File: src/rtl/issue_unit.sv
// Issue/execute stage: picks one ready queue head per cycle (div > mult > int),
// runs it on a fixed-latency unit and books its exact CDB slot at issue time.
module issue_unit #(
  parameter int unsigned MULT_LAT = 4,
  parameter int unsigned DIV_LAT  = 8
) (
  input  logic        clk,
  input  logic        reset,
  input  logic [3:0]  equeueint_opcode,
  input  logic [5:0]  equeueint_rdtag,
  input  logic [31:0] equeueint_rsdata,
  input  logic [31:0] equeueint_rtdata,
  input  logic        equeueint_ready,
  output logic        equeueint_done,
  input  logic [5:0]  equeuemult_rdtag,
  input  logic [31:0] equeuemult_rsdata,
  input  logic [31:0] equeuemult_rtdata,
  input  logic        equeuemult_ready,
  output logic        equeuemult_done,
  input  logic [5:0]  equeuediv_rdtag,
  input  logic [31:0] equeuediv_rsdata,
  input  logic [31:0] equeuediv_rtdata,
  input  logic        equeuediv_ready,
  output logic        equeuediv_done,
  output logic [31:0] cdb_data,
  output logic [5:0]  cdb_tag,
  output logic        cdb_valid,
  output logic        cdb_branch,
  output logic        cdb_taken
);

  localparam int unsigned DW        = 32;
  localparam int unsigned TW        = 6;
  localparam int unsigned DIV_STEPS = DIV_LAT - 1;
  localparam int unsigned DIV_BPC   = (DW + DIV_STEPS - 1) / DIV_STEPS;
  localparam int unsigned CW        = $clog2(DIV_LAT);
  localparam int unsigned BW        = $clog2(DW + 1);

  typedef struct packed {
    logic          valid;
    logic          branch;
    logic          taken;
    logic [TW-1:0] tag;
    logic [DW-1:0] data;
  } cdb_t;

  typedef enum logic [0:0] {DIV_IDLE, DIV_RUN} div_state_t;

  logic [DIV_LAT:1] res, res_nxt;
  logic             issue_int, issue_mult, issue_div;
  logic             div_busy;
  cdb_t             cdb_q, cdb_nxt;

  // ALU result for the integer head
  logic [DW-1:0] alu_data;
  logic          alu_branch, alu_taken;

  // Multiplier pipeline; stage MULT_LAT-1 feeds the CDB register
  cdb_t mul_pipe [1:MULT_LAT-1];

  // Iterative restoring divider
  div_state_t    div_state, div_state_nxt;
  logic [CW-1:0] div_cnt;
  logic [BW-1:0] div_left, left_v;
  logic [DW-1:0] div_dvd, div_dsr, div_rem, div_quo;
  logic [DW-1:0] dvd_v, rem_v, quo_v;
  logic [DW:0]   trial;
  logic [TW-1:0] div_tag;
  logic          div_fin;

  assign div_busy = (div_state == DIV_RUN);

  // Issue selection: longest latency first, one issue per cycle
  always_comb begin
    issue_div  = reset && equeuediv_ready && !res[DIV_LAT] && !div_busy;
    issue_mult = reset && equeuemult_ready && !res[MULT_LAT] && !issue_div;
    issue_int  = reset && equeueint_ready && !res[1] && !issue_div && !issue_mult;
  end

  assign equeueint_done  = issue_int;
  assign equeuemult_done = issue_mult;
  assign equeuediv_done  = issue_div;

  // Reservation shifts toward "now"; a new op claims its slot as seen next cycle
  always_comb begin
    res_nxt = '0;
    for (int unsigned k = 1; k < DIV_LAT; k++) res_nxt[k] = res[k+1];
    if (issue_mult) res_nxt[MULT_LAT-1] = 1'b1;
    if (issue_div)  res_nxt[DIV_LAT-1]  = 1'b1;
  end

  always_ff @(posedge clk or negedge reset) begin
    if (!reset) res <= '0;
    else        res <= res_nxt;
  end

  always_comb begin
    alu_data   = '0;
    alu_branch = 1'b0;
    alu_taken  = 1'b0;
    case (equeueint_opcode)
      4'd0: alu_data = equeueint_rsdata + equeueint_rtdata;
      4'd1: alu_data = equeueint_rsdata - equeueint_rtdata;
      4'd2: alu_data = equeueint_rsdata & equeueint_rtdata;
      4'd3: alu_data = equeueint_rsdata | equeueint_rtdata;
      4'd4: alu_data = equeueint_rsdata ^ equeueint_rtdata;
      4'd5: alu_data = ~(equeueint_rsdata | equeueint_rtdata);
      4'd6: alu_data = {{(DW-1){1'b0}}, $signed(equeueint_rsdata) < $signed(equeueint_rtdata)};
      4'd7: alu_data = {{(DW-1){1'b0}}, equeueint_rsdata < equeueint_rtdata};
      4'd8: begin
        alu_branch = 1'b1;
        alu_taken  = (equeueint_rsdata == equeueint_rtdata);
      end
      4'd9: begin
        alu_branch = 1'b1;
        alu_taken  = (equeueint_rsdata != equeueint_rtdata);
      end
      default: alu_data = '0;
    endcase
  end

  // Low 32 bits of a product are identical for signed and unsigned operands
  always_ff @(posedge clk or negedge reset) begin
    if (!reset) begin
      for (int unsigned k = 1; k < MULT_LAT; k++) mul_pipe[k] <= '0;
    end else begin
      mul_pipe[1] <= issue_mult ?
        cdb_t'({1'b1, 1'b0, 1'b0, equeuemult_rdtag, DW'(equeuemult_rsdata * equeuemult_rtdata)}) :
        '0;
      for (int unsigned k = 2; k < MULT_LAT; k++) mul_pipe[k] <= mul_pipe[k-1];
    end
  end

  // Divider control
  always_ff @(posedge clk or negedge reset) begin
    if (!reset) div_state <= DIV_IDLE;
    else        div_state <= div_state_nxt;
  end

  always_comb begin
    div_state_nxt = div_state;
    div_fin       = 1'b0;
    case (div_state)
      DIV_IDLE: if (issue_div) div_state_nxt = DIV_RUN;
      DIV_RUN: begin
        if (div_cnt == CW'(1)) begin
          div_state_nxt = DIV_IDLE;
          div_fin       = 1'b1;
        end
      end
      default: div_state_nxt = DIV_IDLE;
    endcase
  end

  // DIV_BPC quotient bits per cycle; a zero divisor yields all-ones naturally
  always_comb begin
    rem_v  = div_rem;
    dvd_v  = div_dvd;
    quo_v  = div_quo;
    left_v = div_left;
    trial  = '0;
    for (int unsigned i = 0; i < DIV_BPC; i++) begin
      if (left_v != '0) begin
        trial = {rem_v, dvd_v[DW-1]};
        dvd_v = {dvd_v[DW-2:0], 1'b0};
        if (trial >= {1'b0, div_dsr}) begin
          rem_v = DW'(trial - {1'b0, div_dsr});
          quo_v = {quo_v[DW-2:0], 1'b1};
        end else begin
          rem_v = trial[DW-1:0];
          quo_v = {quo_v[DW-2:0], 1'b0};
        end
        left_v = left_v - BW'(1);
      end
    end
  end

  always_ff @(posedge clk or negedge reset) begin
    if (!reset) begin
      div_cnt  <= '0;
      div_left <= '0;
      div_dvd  <= '0;
      div_dsr  <= '0;
      div_rem  <= '0;
      div_quo  <= '0;
      div_tag  <= '0;
    end else if (issue_div) begin
      div_cnt  <= CW'(DIV_LAT - 1);
      div_left <= BW'(DW);
      div_dvd  <= equeuediv_rsdata;
      div_dsr  <= equeuediv_rtdata;
      div_rem  <= '0;
      div_quo  <= '0;
      div_tag  <= equeuediv_rdtag;
    end else if (div_busy) begin
      div_cnt  <= div_cnt - CW'(1);
      div_left <= left_v;
      div_dvd  <= dvd_v;
      div_rem  <= rem_v;
      div_quo  <= quo_v;
    end
  end

  // Reservation guarantees at most one source is active here
  always_comb begin
    cdb_nxt = '0;
    if (issue_int)
      cdb_nxt = {1'b1, alu_branch, alu_taken, equeueint_rdtag, alu_data};
    else if (mul_pipe[MULT_LAT-1].valid)
      cdb_nxt = mul_pipe[MULT_LAT-1];
    else if (div_fin)
      cdb_nxt = {1'b1, 1'b0, 1'b0, div_tag, quo_v};
  end

  always_ff @(posedge clk or negedge reset) begin
    if (!reset) cdb_q <= '0;
    else        cdb_q <= cdb_nxt;
  end

  assign cdb_valid  = cdb_q.valid;
  assign cdb_branch = cdb_q.branch;
  assign cdb_taken  = cdb_q.taken;
  assign cdb_tag    = cdb_q.tag;
  assign cdb_data   = cdb_q.data;

endmodule

File: config.mk
export PLATFORM = sky130hd
export DESIGN_NAME = issue_unit
export DESIGN_NICKNAME = d
export VERILOG_FILES = /design/src/rtl/issue_unit.sv
export SDC_FILE = /design/constraint.sdc
export NUM_CORES = 2
export LEC_CHECK = 0
export BUFFER_PORTS_ARGS = -buffer_cell sky130_fd_sc_hd__buf_2
export CELL_PAD_IN_SITES_DETAIL_PLACEMENT = 0
export CELL_PAD_IN_SITES_GLOBAL_PLACEMENT = 2
export CORE_UTILIZATION = 42
export CTS_CLUSTER_DIAMETER = 50
export DETAILED_ROUTE_END_ITERATION = 8
export PLACE_DENSITY = 0.95
export SETUP_SLACK_MARGIN = 0.15
export SYNTH_ARGS = -nofsm -noshare
export SYNTH_HDL_FRONTEND = slang
export SYNTH_SLANG_ARGS = --single-unit
export TNS_END_PERCENT = 50
File: constraint.sdc
create_clock -name clk -period 28.8 [get_ports clk]
set_clock_uncertainty 0.05 [all_clocks]
set_input_delay 5.76 -clock clk [delete_from_list [all_inputs] [get_ports clk]]
set_output_delay 5.76 -clock clk [all_outputs]
set_load 0.02 [all_outputs]
---- Word level (Yosys, flattened, before mapping) ----
Cells that the tools add are included.
word-level totals
  flip-flop bits (word level) ............. 315
  latch bits .............................. 0
  bits in writable memories ............... 0
  ROM bits ................................ 0
  bits of input ports ..................... 219
  output and inout port bits .............. 44
  memories kept ........................... 0
operators by class
  add/subtract/negate cells ............... 13
  multiply operators ...................... 1
  divide/modulo/power cells ............... 0
  order comparisons ....................... 7
  equal/unequal tests ..................... 12
  shift operators ......................... 0
  mux-type cells .......................... 53
  bitwise gates (word level) .............. 5
  reductions and logical operators ........ 22
operator list
  cell                   count
  $mux W32               26
  $pmux W32 S8           1
  $sub A32 B32 Y32       6
  $ge A33 B32 Y1         5
  $mux W41               4
  $lt A32 B32 Y1         2
  $mux W6                7
  $add A32 B32 Y32       1
  $and A32 B32 Y32       1
  $eq A32 B32 Y1         1
  $mul A32 B32 Y32       1
  $ne A32 B32 Y1         1
  $not A32 Y32           1
  $or A32 B32 Y32        1
  $xor A32 B32 Y32       1
  $reduce_bool A6 Y1     5
  $sub A6 B1 Y6 const B  5
  $eq A4 B3 Y1 const B   4
  $mux W1                11
  $logic_and A1 B1 Y1    9
  $eq A4 B2 Y1 const B   2
  $eq A4 B4 Y1 const B   2
  $mux W3                2
  $logic_not A1 Y1       5
  other kinds (8)        9

---- Logic depth before layout (Yosys ltp) ----
  depth in word-level cells ............... 18
  mapped depth ............................ 75
  depth with buffers taken out ............ 67

---- Least setup slack after synthesis ----
OpenSTA, ideal clock, no wires.
  path kind ............................... reg2reg
  from .................................... reg div_dsr[22]
  to ...................................... reg div_rem[10]
  library setup time ...................... 126 ps
  data arrival time ....................... 15146 ps
  required time ........................... 28624 ps
  path slack .............................. 13478 ps
  cell stages (with the launch flop) ...... 71
  path buffers ............................ 8
  period minus slack after synthesis ...... 15322 ps
  path through ............................ dfrtp_1 > inv_1 > ha_1 > buf_6 > a21o_1 > a21o_1 > a21oi_2 > o21ai_2 > a2111oi_4 > buf_2 > nand2_1 > clkbuf_1 > a211oi_1 > a21o_1 > ha_1 > and3_1 > a221o_1 > a31o_2 > [35 not listed] > mux2i_1 > a21oi_1 > inv_1 > ha_1 > nor2b_1 > o21ai_0 > a21boi_0 > o21ai_0 > a21oi_1 > a41o_1 > o2111ai_1 > a211oi_1 > o21ai_0 > a31oi_1 > or4_4 > buf_2 > and3_4 > a221o_1
between the ends
  longest elaborated chain between the ends .. 17
  elaborated cells between the ends (all ways) .. 22
RTL lines
  element                                             line      text
  start, declared                                     65        logic [DW-1:0] div_dvd, div_dsr, div_rem, div_quo;
  start signal, assigned                              191       div_dsr <= equeuediv_rtdata;
  $sub A32 B32 Y32 or $ge A33 B32 Y1 (tied branches)  167, 166
  $mux W32                                            166       if (trial >= {1'b0, div_dsr}) begin
  $mux W32                                            163       if (left_v != '0) begin
  $sub A32 B32 Y32 or $ge A33 B32 Y1 (tied branches)  167, 166
  $mux W32                                            166
  $mux W32                                            163
  $sub A32 B32 Y32 or $ge A33 B32 Y1 (tied branches)  167, 166
  $mux W32                                            166
  $mux W32                                            163
  $ge A33 B32 Y1 or $sub A32 B32 Y32 (tied branches)  166, 167
  $mux W32                                            166
  $mux W32                                            163
  $sub A32 B32 Y32 or $ge A33 B32 Y1 (tied branches)  167, 166
  $mux W32                                            166
  $mux W32 (*)                                        163
  $mux W32 (*)                                        195       end else if (div_busy) begin
  $mux W32 (*)                                        187       end else if (issue_div) begin
  end signal, assigned                                199       div_rem <= rem_v;
  end, declared                                       65
Mark *: on every way between the ends. The rest lies on a longest branch, timed or not. The select of a mux whose other input is x is not followed.
A chain may end at the register's enable or synchronous reset.

---- Worst setup path after layout ----
  from .................................... reg div_dsr[16]
  to ...................................... reg div_rem[20]
between the ends
  longest elaborated chain between the ends .. 17
  elaborated cells between the ends (all ways) .. 22
RTL lines
  element                                             line
  $sub A32 B32 Y32 or $ge A33 B32 Y1 (tied branches)  167, 166
  $mux W32                                            166
  $mux W32                                            163
  $sub A32 B32 Y32 or $ge A33 B32 Y1 (tied branches)  167, 166
  $mux W32                                            166
  $mux W32                                            163
  $sub A32 B32 Y32 or $ge A33 B32 Y1 (tied branches)  167, 166
  $mux W32                                            166
  $mux W32                                            163
  $sub A32 B32 Y32 or $ge A33 B32 Y1 (tied branches)  167, 166
  $mux W32                                            166
  $mux W32                                            163
  $sub A32 B32 Y32 or $ge A33 B32 Y1 (tied branches)  167, 166
  $mux W32                                            166
  $mux W32 (*)                                        163
  $mux W32 (*)                                        195
  $mux W32 (*)                                        187
Marked as above.

==> flow_metrics.env <==
export IMPL_synth_edff_count=0
export IMPL_crit_required_ns=29.28
export IMPL_grt_max_degree=190
export IMPL_tightest_slew_ns=1.23
export IMPL_htreeDepth=2
export IMPL_slowest_delay_ns=1.00
export IMPL_maxSlewViolCount=0
export IMPL_gr_usage_all_layers_pct=30.9
export IMPL_vias=45600
export IMPL_hold_viol_final=0
export IMPL_finalSetupViolations=0
export IMPL_io_buffers=262
export IMPL_antenna_found_initial=12
export IMPL_grt_pass1_vias=44500
export IMPL_synth_cell_types=107
export IMPL_start_kind="flip-flop"
export IMPL_die_w_um=340
export IMPL_cts_buffer_depth=3
export IMPL_path_common_cell="ha_1"
export IMPL_arrival_ns=21.57
export IMPL_yosysWarningCount=0
export IMPL_hold_start="mul_pipe[41]"
export IMPL_die_h_um=340
export IMPL_wl_um=182000
export IMPL_initial_core_util_pct=42.4
export IMPL_drive_gt1_share_pct=8.81
export IMPL_rsz0062_at_grt="no"
export IMPL_wl_per_cell_um=24.0
export IMPL_drt_first_pass_iters=7
export IMPL_cts_sinks=309
export IMPL_dr_wl_met2_um=80500
export IMPL_synth_ff_type="dfrtp_1"
export IMPL_critPathKind="flip-flop to flip-flop"
export IMPL_path_clk_slew_ns=0.06
export IMPL_grt_overflow=0
export IMPL_critPathMaxFanout=30
export IMPL_wl_met1_um=81700
export IMPL_cts_tree="done"
export IMPL_synth_seq_cells=309
export IMPL_ioPinCount=263
export IMPL_syn2layout_area_growth_pct=8.73
export IMPL_ant_nets=0
export IMPL_synth_nets=7037
export IMPL_whs_path_depth=0
export IMPL_async_flop_share_pct=100
export IMPL_post_drt_via_cell_ratio=6.02
export IMPL_hold_end="mul_pipe[0]"
export IMPL_reg2reg_to="div_rem[20]"
export IMPL_design_die_area_sq_um=115000
export IMPL_place_hpwl_um=139000
export IMPL_hold_class="flip-flop to flip-flop"
export IMPL_fin_crit_ns=21.10
export IMPL_cts_resized=0
export IMPL_dr_wl_met3_um=15200
export IMPL_cts_buffers_inserted=48
export IMPL_clock_latency_ns=0.63
export IMPL_grt_first_pass_wirelength_um=275000
export IMPL_top_layer_used="met5"
export IMPL_relSlewSlack_pct=17.2
export IMPL_max_freq_ghz=0.0474
export IMPL_reg2reg_slack_ns=7.70
export IMPL_worst_path_max_delay_cell="a211oi_1"
export IMPL_cts_setup_buffers=0
export IMPL_root_buffer="clkbuf_16"
export IMPL_core_area_sq_um=113000
export IMPL_end_kind="flip-flop"
export IMPL_yosysSeqAreaShare_pct=16.2
export IMPL_maxCapViolations=0
export IMPL_r2r_start="div_dsr[16]"
export IMPL_post_route_period_util_pct=73.3
export IMPL_synth_area_sq_um=47900
export IMPL_tns_ns=0
export IMPL_nNetsFinal=7063
export IMPL_route_detailed_drc=0
export IMPL_syn_avg_cell_area_sq_um=7.96
export IMPL_drt_iter0_drc=4566
export IMPL_status="complete, no violations"
export IMPL_rr_worst_depth=66
export IMPL_postSynthCellCount=6012
export IMPL_place_gp_congestion=1.03
export IMPL_cts_hold_buf=0
export IMPL_core_rowCount=123
-- cell type report --
cell class / count / area [sq um]
flip-flops and latches: 309 / 7740
inverters: 743 / 2790
well taps: 1500 / 1880
clock buffers: 56 / 1280
repair buffers: 332 / 1860
multi-input cells: 4604 / 36100
clock inverters: 31 / 448
fillers: 11300 / 60800
diodes: 1 / 2.50
-- cell usage after synthesis, drive strengths merged (104+ instances only) --
cell    instances  area, sq um
nand2         796         2990
inv           741         2780
fa            415         8310
nor2          396         1500
ha            391         4890
dfrtp         309         7730
o21ai         309         1570
a21oi         308         1570
clkbuf        282         1060
mux2i         153         1530
and2          144          901
nand3         143          726
xnor2         140         1230
a21o          104          781
nor3          104          536
-- sequential cells by signal (all words and copies together), names as in the netlist --
signal and cells:
cdb_branch 1, div_busy 1, div_tag 6, div_cnt 3, cdb_taken 1, cdb_tag 6, res 7, cdb_data 32
div_left 6, cdb_valid 1, mul_pipe 117, div_rem 32, div_quo 32, div_dvd 32, div_dsr 32
-- metrics by stage --
stage                     hold WS, ns  area [sq um]  utilization (%)  std cells  setup WS, ns
after floorplan                 0.281         47900                -       6012         13.48
after global placement          0.282         50300             44.6       7488          8.65
after detailed placement        0.285         50300             44.6       7488          8.34
after CTS                       0.252         52000             46.1       7575          8.24
after global routing            0.264         52000             46.1       7575          6.77
final                           0.259         52000             46.1       7576          7.70
-- worst max-delay path, delay by kind of cell (launching register included) --
kind / cells / cell delay (ns)
adder cells (fa/ha/maj): 5 / 1.90
flip-flops: 1 / 0.36
AND/OR/NAND/NOR: 13 / 3.67
AO/OA/AOI/OAI: 40 / 12.73
buffers and inverters: 7 / 1.88
multiplexers: 1 / 0.34
-- layer usage --
metal | vias up | global-route usage, %
met1 | 22500 | 44.9
met3 | 261 | 4.76
met2 | 2066 | 48.0
met4 | 4 | 7.45
li1 | 20700 | -
met5 | - | 0
-- how the worst max path moves through the flow --
stage           startpoint           to  cells after the start
2_1_floorplan  div_dsr[22]  div_rem[10]                     70
3_3_place_gp   div_dsr[14]  div_rem[10]                     64
3_5_place_dp   div_dsr[14]  div_rem[20]                     66
4_1_cts        div_dsr[14]  div_rem[20]                     68
5_1_grt        div_dsr[14]  div_rem[20]                     68
6_report       div_dsr[16]  div_rem[20]                     66
-- logic make-up after synthesis --
group	count (synthesis)	synth area share, %
simple gates	1900	18.2
flops	309	16.2
fa+ha+maj	806	27.6
xor+xnor	206	3.79
compound gates	1512	21.6
mux	180	3.83
buf+inv	1099	8.80
-- cells in the final DEF (no fill, tap or decap), types with 62 or more instances in the layout --
cell type,synthesis,layout
a211oi_1,88,88
a21o_1,104,104
a21oi_1,302,301
a31oi_1,87,87
and2_1,144,143
and3_1,80,80
buf_2,29,261
buf_4,5,69
dfrtp_1,309,308
fa_1,415,415
ha_1,391,391
inv_1,741,741
mux2i_1,153,153
nand2_1,795,791
nand3_1,141,140
nor2_1,394,392
nor3_1,101,100
o211ai_1,62,62
o21ai_0,297,296
xnor2_1,139,138
xor2_1,66,66
Power is not shown: default switching activity piles up to over one toggle a cycle in this logic, so the estimate is an artifact.
